File: src/rtl/genius_sprite_pkg.sv
// Sprite identifiers and dimension table shared by the sprite fetch logic.
// Every sprite has an even pixel count, so pixels always pair into whole ROM words.
package genius_sprite_pkg;

  localparam logic [2:0] SPR_BACKGROUND = 3'd0;
  localparam logic [2:0] SPR_POWER_BTN  = 3'd1;
  localparam logic [2:0] SPR_RED        = 3'd2;
  localparam logic [2:0] SPR_GREEN      = 3'd3;
  localparam logic [2:0] SPR_BLUE       = 3'd4;
  localparam logic [2:0] SPR_YELLOW     = 3'd5;
  localparam logic [2:0] SPR_WIN        = 3'd6;
  localparam logic [2:0] SPR_LOSE       = 3'd7;

  typedef struct packed {
    logic [8:0] w;
    logic [8:0] h;
  } sprite_dim_t;

  function automatic sprite_dim_t sprite_dims(input logic [2:0] id);
    sprite_dim_t d;
    case (id)
      SPR_BACKGROUND: d = '{w: 9'd360, h: 9'd360};
      SPR_POWER_BTN:  d = '{w: 9'd22,  h: 9'd21};
      SPR_RED:        d = '{w: 9'd169, h: 9'd168};
      SPR_GREEN:      d = '{w: 9'd168, h: 9'd168};
      SPR_BLUE:       d = '{w: 9'd168, h: 9'd167};
      SPR_YELLOW:     d = '{w: 9'd168, h: 9'd167};
      SPR_WIN:        d = '{w: 9'd360, h: 9'd116};
      default:        d = '{w: 9'd360, h: 9'd134};
    endcase
    return d;
  endfunction

  function automatic logic [15:0] word_count(input logic [2:0] id);
    sprite_dim_t d;
    logic [17:0] px;
    d  = sprite_dims(id);
    px = 18'(d.w) * 18'(d.h);
    return 16'(px >> 1);
  endfunction

endpackage

File: src/rtl/sprite_reader.sv
// Fetches a sprite from ROM one 16-bit word at a time and streams its pixels,
// high byte first, with screen coordinates over a valid/ready handshake.
//
// state    | meaning
// IDLE     | waiting for START; selector/rom address hold last sprite
// ADDR     | present current word address to ROM, load latency timer
// WAIT     | latency timer counting down; capture ROM word on expiry
// EMIT_HI  | offer high-byte pixel
// EMIT_LO  | offer low-byte pixel; last pixel ends the sprite
// FINISH   | one-cycle DONE pulse
module sprite_reader
  import genius_sprite_pkg::*;
#(
  parameter int ROM_LATENCY = 2
) (
  input  logic        CLK,
  input  logic        RST,
  input  logic        START,
  input  logic [2:0]  SPRITE_ID,
  input  logic [8:0]  ORIGIN_X,
  input  logic [8:0]  ORIGIN_Y,
  output logic [2:0]  SELECTOR,
  output logic [15:0] ROM_ADDR,
  input  logic [15:0] ROM_PX,
  output logic        PX_VALID,
  input  logic        PX_READY,
  output logic [7:0]  PX_DATA,
  output logic [8:0]  PX_X,
  output logic [8:0]  PX_Y,
  output logic        BUSY,
  output logic        DONE
);

  localparam logic [2:0] S_IDLE    = 3'd0;
  localparam logic [2:0] S_ADDR    = 3'd1;
  localparam logic [2:0] S_WAIT    = 3'd2;
  localparam logic [2:0] S_EMIT_HI = 3'd3;
  localparam logic [2:0] S_EMIT_LO = 3'd4;
  localparam logic [2:0] S_FINISH  = 3'd5;

  localparam logic [7:0] LAT_LOAD = 8'(ROM_LATENCY);

  logic [2:0]  state;
  logic [2:0]  sel_q;
  logic [8:0]  ox_q, oy_q, w_q, h_q;
  logic [8:0]  col, row;
  logic [15:0] word_addr, rom_addr_q, word_q;
  logic [7:0]  lat_cnt;

  sprite_dim_t start_dim;
  logic        px_valid, hs, col_last, px_last;

  assign start_dim = sprite_dims(SPRITE_ID);
  assign px_valid  = (state == S_EMIT_HI) || (state == S_EMIT_LO);
  assign hs        = px_valid && PX_READY;
  assign col_last  = (col == w_q - 9'd1);
  assign px_last   = col_last && (row == h_q - 9'd1);

  always_ff @(posedge CLK) begin
    if (RST) begin
      state      <= S_IDLE;
      sel_q      <= '0;
      ox_q       <= '0;
      oy_q       <= '0;
      w_q        <= '0;
      h_q        <= '0;
      col        <= '0;
      row        <= '0;
      word_addr  <= '0;
      rom_addr_q <= '0;
      word_q     <= '0;
      lat_cnt    <= '0;
    end else begin
      case (state)
        S_IDLE: begin
          if (START) begin
            sel_q     <= SPRITE_ID;
            ox_q      <= ORIGIN_X;
            oy_q      <= ORIGIN_Y;
            w_q       <= start_dim.w;
            h_q       <= start_dim.h;
            word_addr <= '0;
            col       <= '0;
            row       <= '0;
            state     <= S_ADDR;
          end
        end
        S_ADDR: begin
          rom_addr_q <= word_addr;
          lat_cnt    <= LAT_LOAD;
          state      <= S_WAIT;
        end
        S_WAIT: begin
          // Capture one cycle after the timer reaches zero so a ROM with
          // exactly ROM_LATENCY register stages has settled.
          if (lat_cnt == 8'd0) begin
            word_q <= ROM_PX;
            state  <= S_EMIT_HI;
          end else begin
            lat_cnt <= lat_cnt - 8'd1;
          end
        end
        S_EMIT_HI: begin
          if (PX_READY) state <= S_EMIT_LO;
        end
        S_EMIT_LO: begin
          if (PX_READY) begin
            if (px_last) begin
              state <= S_FINISH;
            end else begin
              word_addr <= word_addr + 16'd1;
              state     <= S_ADDR;
            end
          end
        end
        S_FINISH: state <= S_IDLE;
        default:  state <= S_IDLE;
      endcase

      // Row wrap may fall between the two pixels of a single word.
      if (hs) begin
        if (col_last) begin
          col <= '0;
          row <= row + 9'd1;
        end else begin
          col <= col + 9'd1;
        end
      end
    end
  end

  assign PX_VALID = px_valid;
  assign PX_DATA  = (state == S_EMIT_HI) ? word_q[15:8] :
                    (state == S_EMIT_LO) ? word_q[7:0]  : 8'd0;
  assign PX_X     = px_valid ? (ox_q + col) : 9'd0;
  assign PX_Y     = px_valid ? (oy_q + row) : 9'd0;
  assign BUSY     = (state != S_IDLE);
  assign DONE     = (state == S_FINISH);
  assign SELECTOR = sel_q;
  assign ROM_ADDR = rom_addr_q;

endmodule

File: config.mk
export PLATFORM = sky130hd
export DESIGN_NAME = sprite_reader
export DESIGN_NICKNAME = d
export VERILOG_FILES = /design/src/rtl/genius_sprite_pkg.sv /design/src/rtl/sprite_reader.sv
export SDC_FILE = /design/constraint.sdc
export NUM_CORES = 1
export LEC_CHECK = 0
export BUFFER_PORTS_ARGS = -buffer_cell sky130_fd_sc_hd__buf_2
export CAP_MARGIN = 0
export CORE_UTILIZATION = 51
export CTS_BUF_LIST = sky130_fd_sc_hd__clkbuf_4 sky130_fd_sc_hd__clkbuf_8
export DETAILED_ROUTE_END_ITERATION = 8
export GPL_TIMING_DRIVEN = 0
export PLACE_DENSITY_LB_ADDON = 0.15
export SYNTH_ARGS = -nofsm -noshare
export SYNTH_HDL_FRONTEND = slang
export SYNTH_SLANG_ARGS = --single-unit
export TNS_END_PERCENT = 50
File: constraint.sdc
create_clock -name CLK -period 8.1 [get_ports CLK]
set_clock_uncertainty 0.2 [all_clocks]
set_input_delay 1.62 -clock CLK [delete_from_list [all_inputs] [get_ports CLK]]
set_output_delay 1.62 -clock CLK [all_outputs]
set_load 0.01 [all_outputs]
==> flow_summary.toml <==
[timing]
slew_viol_final = 0
maxClockFrequency_mhz = 215
min_period_over_period_pct = 57.4
report.final.hold_viol_count = 0
rsz_0062_raised_after_global_routing = "no"
period_needed_ns = 4.65
slew_headroom_pct = 51.7
finalSetupTns_ns = 0
setup_viol = 0
worst-slew-pin-transition_ns = 0.722

[yosys]
synth-seq-area-share_pct = 37.7
ys_ff_latch = 112
syn_nets = 811
synthCells = 745
synth_async_sr_flop_share_pct = 0
mappedNetlistArea_mm2 = 0.00595
synth_top_cell_area_share_pct = 37.7
ys_dominant_reg_cell = "dfxtp_1"
yosys.cell_types.count = 54
ys_warn_count = 0
syn-mean-instance-area_um2 = 7.98
synth_edf_count = 0
synth.area.top_cells = "dfxtp_1 (38%), nand2_1 (7.1%), a21oi_1 (6.2%)"
synth_top_area_cell = "dfxtp_1"

[global_routing]
total_routing_usage_gr_pct = 25.6
number_of_global_route_vias_before_repair = 5016
wire_length_of_the_first_global_routing_pass_um = 23500
grt-ovfl-total = 0
antenna_violations_before_repair = 0
grt_start_max_net_pins = 17

[cts]
total_of_cells_resized_after_clock_tree_synthesis = 0
tritoncts_clock_tree = "done"
cts_buffer_depth = 2
worstSkewPairLatency_ns = 0.40
htree_levels = 3
setup_repair_bufs_after_cts = 0
cts_inserted_buffers = 9
cts-root-buf = "clkbuf_8"
holdBufCountCts = 0
clkSlewWorstSetupHoldPaths_ns = 0.10
clock_sinks = 112

[worst_setup_path]
critical_path.cell_chain = "ha_1 > fa_1 > a21o_1 > a21oi_1 > nor2b_1 > o21a_1 > o41ai_1 > xnor2_1 > nor2_1 > buf_2"
setup.worst_path.end_class = "output pin"
cp_top_family = "compound AO/OA/AOI/OAI gates"
setup.reg_to_reg.worst_slack_ns = 4.95
cp.arrival_ns = 2.83
worst_ep_required_time_ns = 6.28
worstSetupStartpointType = "flop"
crit_slowest_cell = "dfxtp_1"
timing.critical_path.slowest_cell_delay_ns = 0.40
critPathKind = "flop to output pin"
crit_fanout = 6
timing.critical_path.buf_inv = 1

[detailed_routing]
detailedRoute.firstPassIterationCount = 5
drt_first_iter_violations = 347
detailroute.via_count = 5466
antenna_left = 0
drcViolationCount = 0
totalWireLength_um = 14600
detail_route.wl_per_cell_um = 14.8
routed_via_density = 5.55

[die]
num_rows = 39
die_area_mm2 = 0.0121
core-area_mm2 = 0.0114
number_of_placed_i_o_pins = 89
die_w_um = 110
die_height_um = 110
initial_core_util_pct = 52.3

[placed_design]
hpwl_after_dpl_um = 11000
placedInstanceArea_mm2 = 0.00654
dp.cells = 971
io_buf_count = 83
routabilityCongestion = 0.882

[layout]
drive_gt1_share_pct = 13.1
multiInputGateArea_mm2 = 0.00345
syn_to_final_growth_pct = 13.3
nFillCells = 1068
stdcell_area_mm2 = 0.00673
final_cell_count_no_fill = 985
num-nets-final = 905
antenna_cells = 0
layout.area.seq_mm2 = 0.00224

[pwr]
vdd_drop_max_v = 0.000172
p_comb_share_pct = 23.5
p_int_mw = 0.871
leakage_nw = 2.68
power_frac_seq_pct = 49.6
power-per-cell-area_mw_per_mm2 = 189
power_switching_mw = 0.402
power_switching_share_pct = 31.6
clock_power_share_pct = 26.9

[flow_run]
drv.max_cap_violation_count = 0

[run_status]
outcome = "finished clean"

[worst_hold_path]
hp-class = "flop to flop"
==> cells in the mapped netlist, types with 9 or more instances <==
cell      count
and2_1       10
dfxtp_1     112
nor2_1       82
or3_1         9
clkbuf_1     32
or4_1        12
inv_1        16
nor3_1       24
o31ai_1      10
xor2_1       20
a31oi_1      10
nand3_1      25
ha_1         23
xnor2_1      22
mux2i_1      21
o21ai_1       9
nor2b_1      13
nand2_1     112
a21oi_1      74
==> power by group through the flow <==
stage               sequential (mW)  combinational (mW)  clock, mW
floorplan                     0.634               0.232          0
CTS                           0.631               0.302      0.350
finish                        0.631               0.300      0.342
global placement              0.641               0.291          0
detailed placement            0.643               0.300          0
global route                  0.638               0.339      0.369
==> state kept, by name, indices dropped and copies added (netlist names) <==
register	flops
lat_cnt	8
state	3
col	9
ox_q	9
h_q	9
ROM_ADDR	16
oy_q	9
SELECTOR	3
row	9
word_addr	16
w_q	5
word_q	16
==> area by class of cell <==
| class | instances | area share (%) |
|---|---|---|
| well taps | 143 | 2.66 |
| clock buffers | 11 | 2.25 |
| flip-flops and latches | 112 | 33.3 |
| clock inverters | 3 | 0.632 |
| repair buffers | 83 | 6.17 |
| multi-input cells | 573 | 51.3 |
| inverters | 17 | 0.948 |
| plain buffers | 43 | 2.77 |
==> per-stage QoR <==
stage	util (%)	hold slack [ns]	power (mW)	worst slack [ns]
floorplan	-	0.240	0.866	4.20
global placement	57.5	0.240	0.932	3.93
detailed placement	57.5	0.244	0.943	3.91
CTS	59.2	0.257	1.28	3.44
global route	59.2	0.277	1.35	3.29
finish	59.2	0.254	1.27	3.45
==> cells in the final DEF (no fill, tap or decap), types with 5 or more instances in the layout <==
cell type  instances
inv_1             16
o21ai_0            5
and2_1            10
or3_1              9
nand3_1           25
ha_1              23
a22o_1             8
nand2_1          112
nor3_1            24
mux2i_1           21
or4_1             12
nor2b_1           13
o21ai_1            9
a31oi_1           10
buf_2             88
a21oi_1           74
xnor2_1           22
and3_1             8
nand4_1            7
nand2b_1           8
o211ai_1           5
xor2_1            20
nor2_1            82
clkbuf_1          32
dfxtp_1          112
o31ai_1           10
clkbuf_8          11
nor4_1             6
==> layer usage <==
metal,global-route usage [%],wire (um),up-vias
met3,6.17,812,23
met5,0,0,-
met2,41.2,6660,143
li1,-,-,2784
met1,32.6,6770,2516
met4,11.1,312,0
==> cells by family (layout without fill, tap and decap cells) <==
family | count (synthesis) | after routing | synth area share, %
AND/OR/NAND/NOR | 334 | 334 | 27.1
AO/OA/AOI/OAI | 150 | 150 | 15.6
flip-flops | 112 | 112 | 37.7
buffers and inverters | 60 | 157 | 4.21
XOR/XNOR | 42 | 42 | 6.19
adder cells (fa/ha/maj) | 25 | 25 | 5.51
multiplexers | 22 | 22 | 3.72
==> final timing paths <==
kind,from,end,cells after the start
setup / recovery,col[0]$_SDFFE_PP0P_,PX_X[8],10
setup reg to reg,w_q[4]$_SDFFE_PP0P_,word_addr[4]$_SDFFE_PP0P_,12
hold reg to reg,ROM_ADDR[9]$_SDFFE_PP0P_,ROM_ADDR[9]$_SDFFE_PP0P_,2
hold / removal,ROM_ADDR[9]$_SDFFE_PP0P_,ROM_ADDR[9]$_SDFFE_PP0P_,2
==> worst reg2reg max path, cell delays in order, from the launching register on <==
cell and delay [ns]:
dfxtp_1 0.30, buf_2 0.16, inv_1 0.08, ha_1 0.23, nor3b_1 0.34, xnor2_1 0.13, nor4_1 0.40, nand4_1 0.29
nor4_4 0.39, buf_6 0.19, buf_6 0.14, o21ai_1 0.09, a21oi_1 0.14
Power figures use the tool's default switching activity.
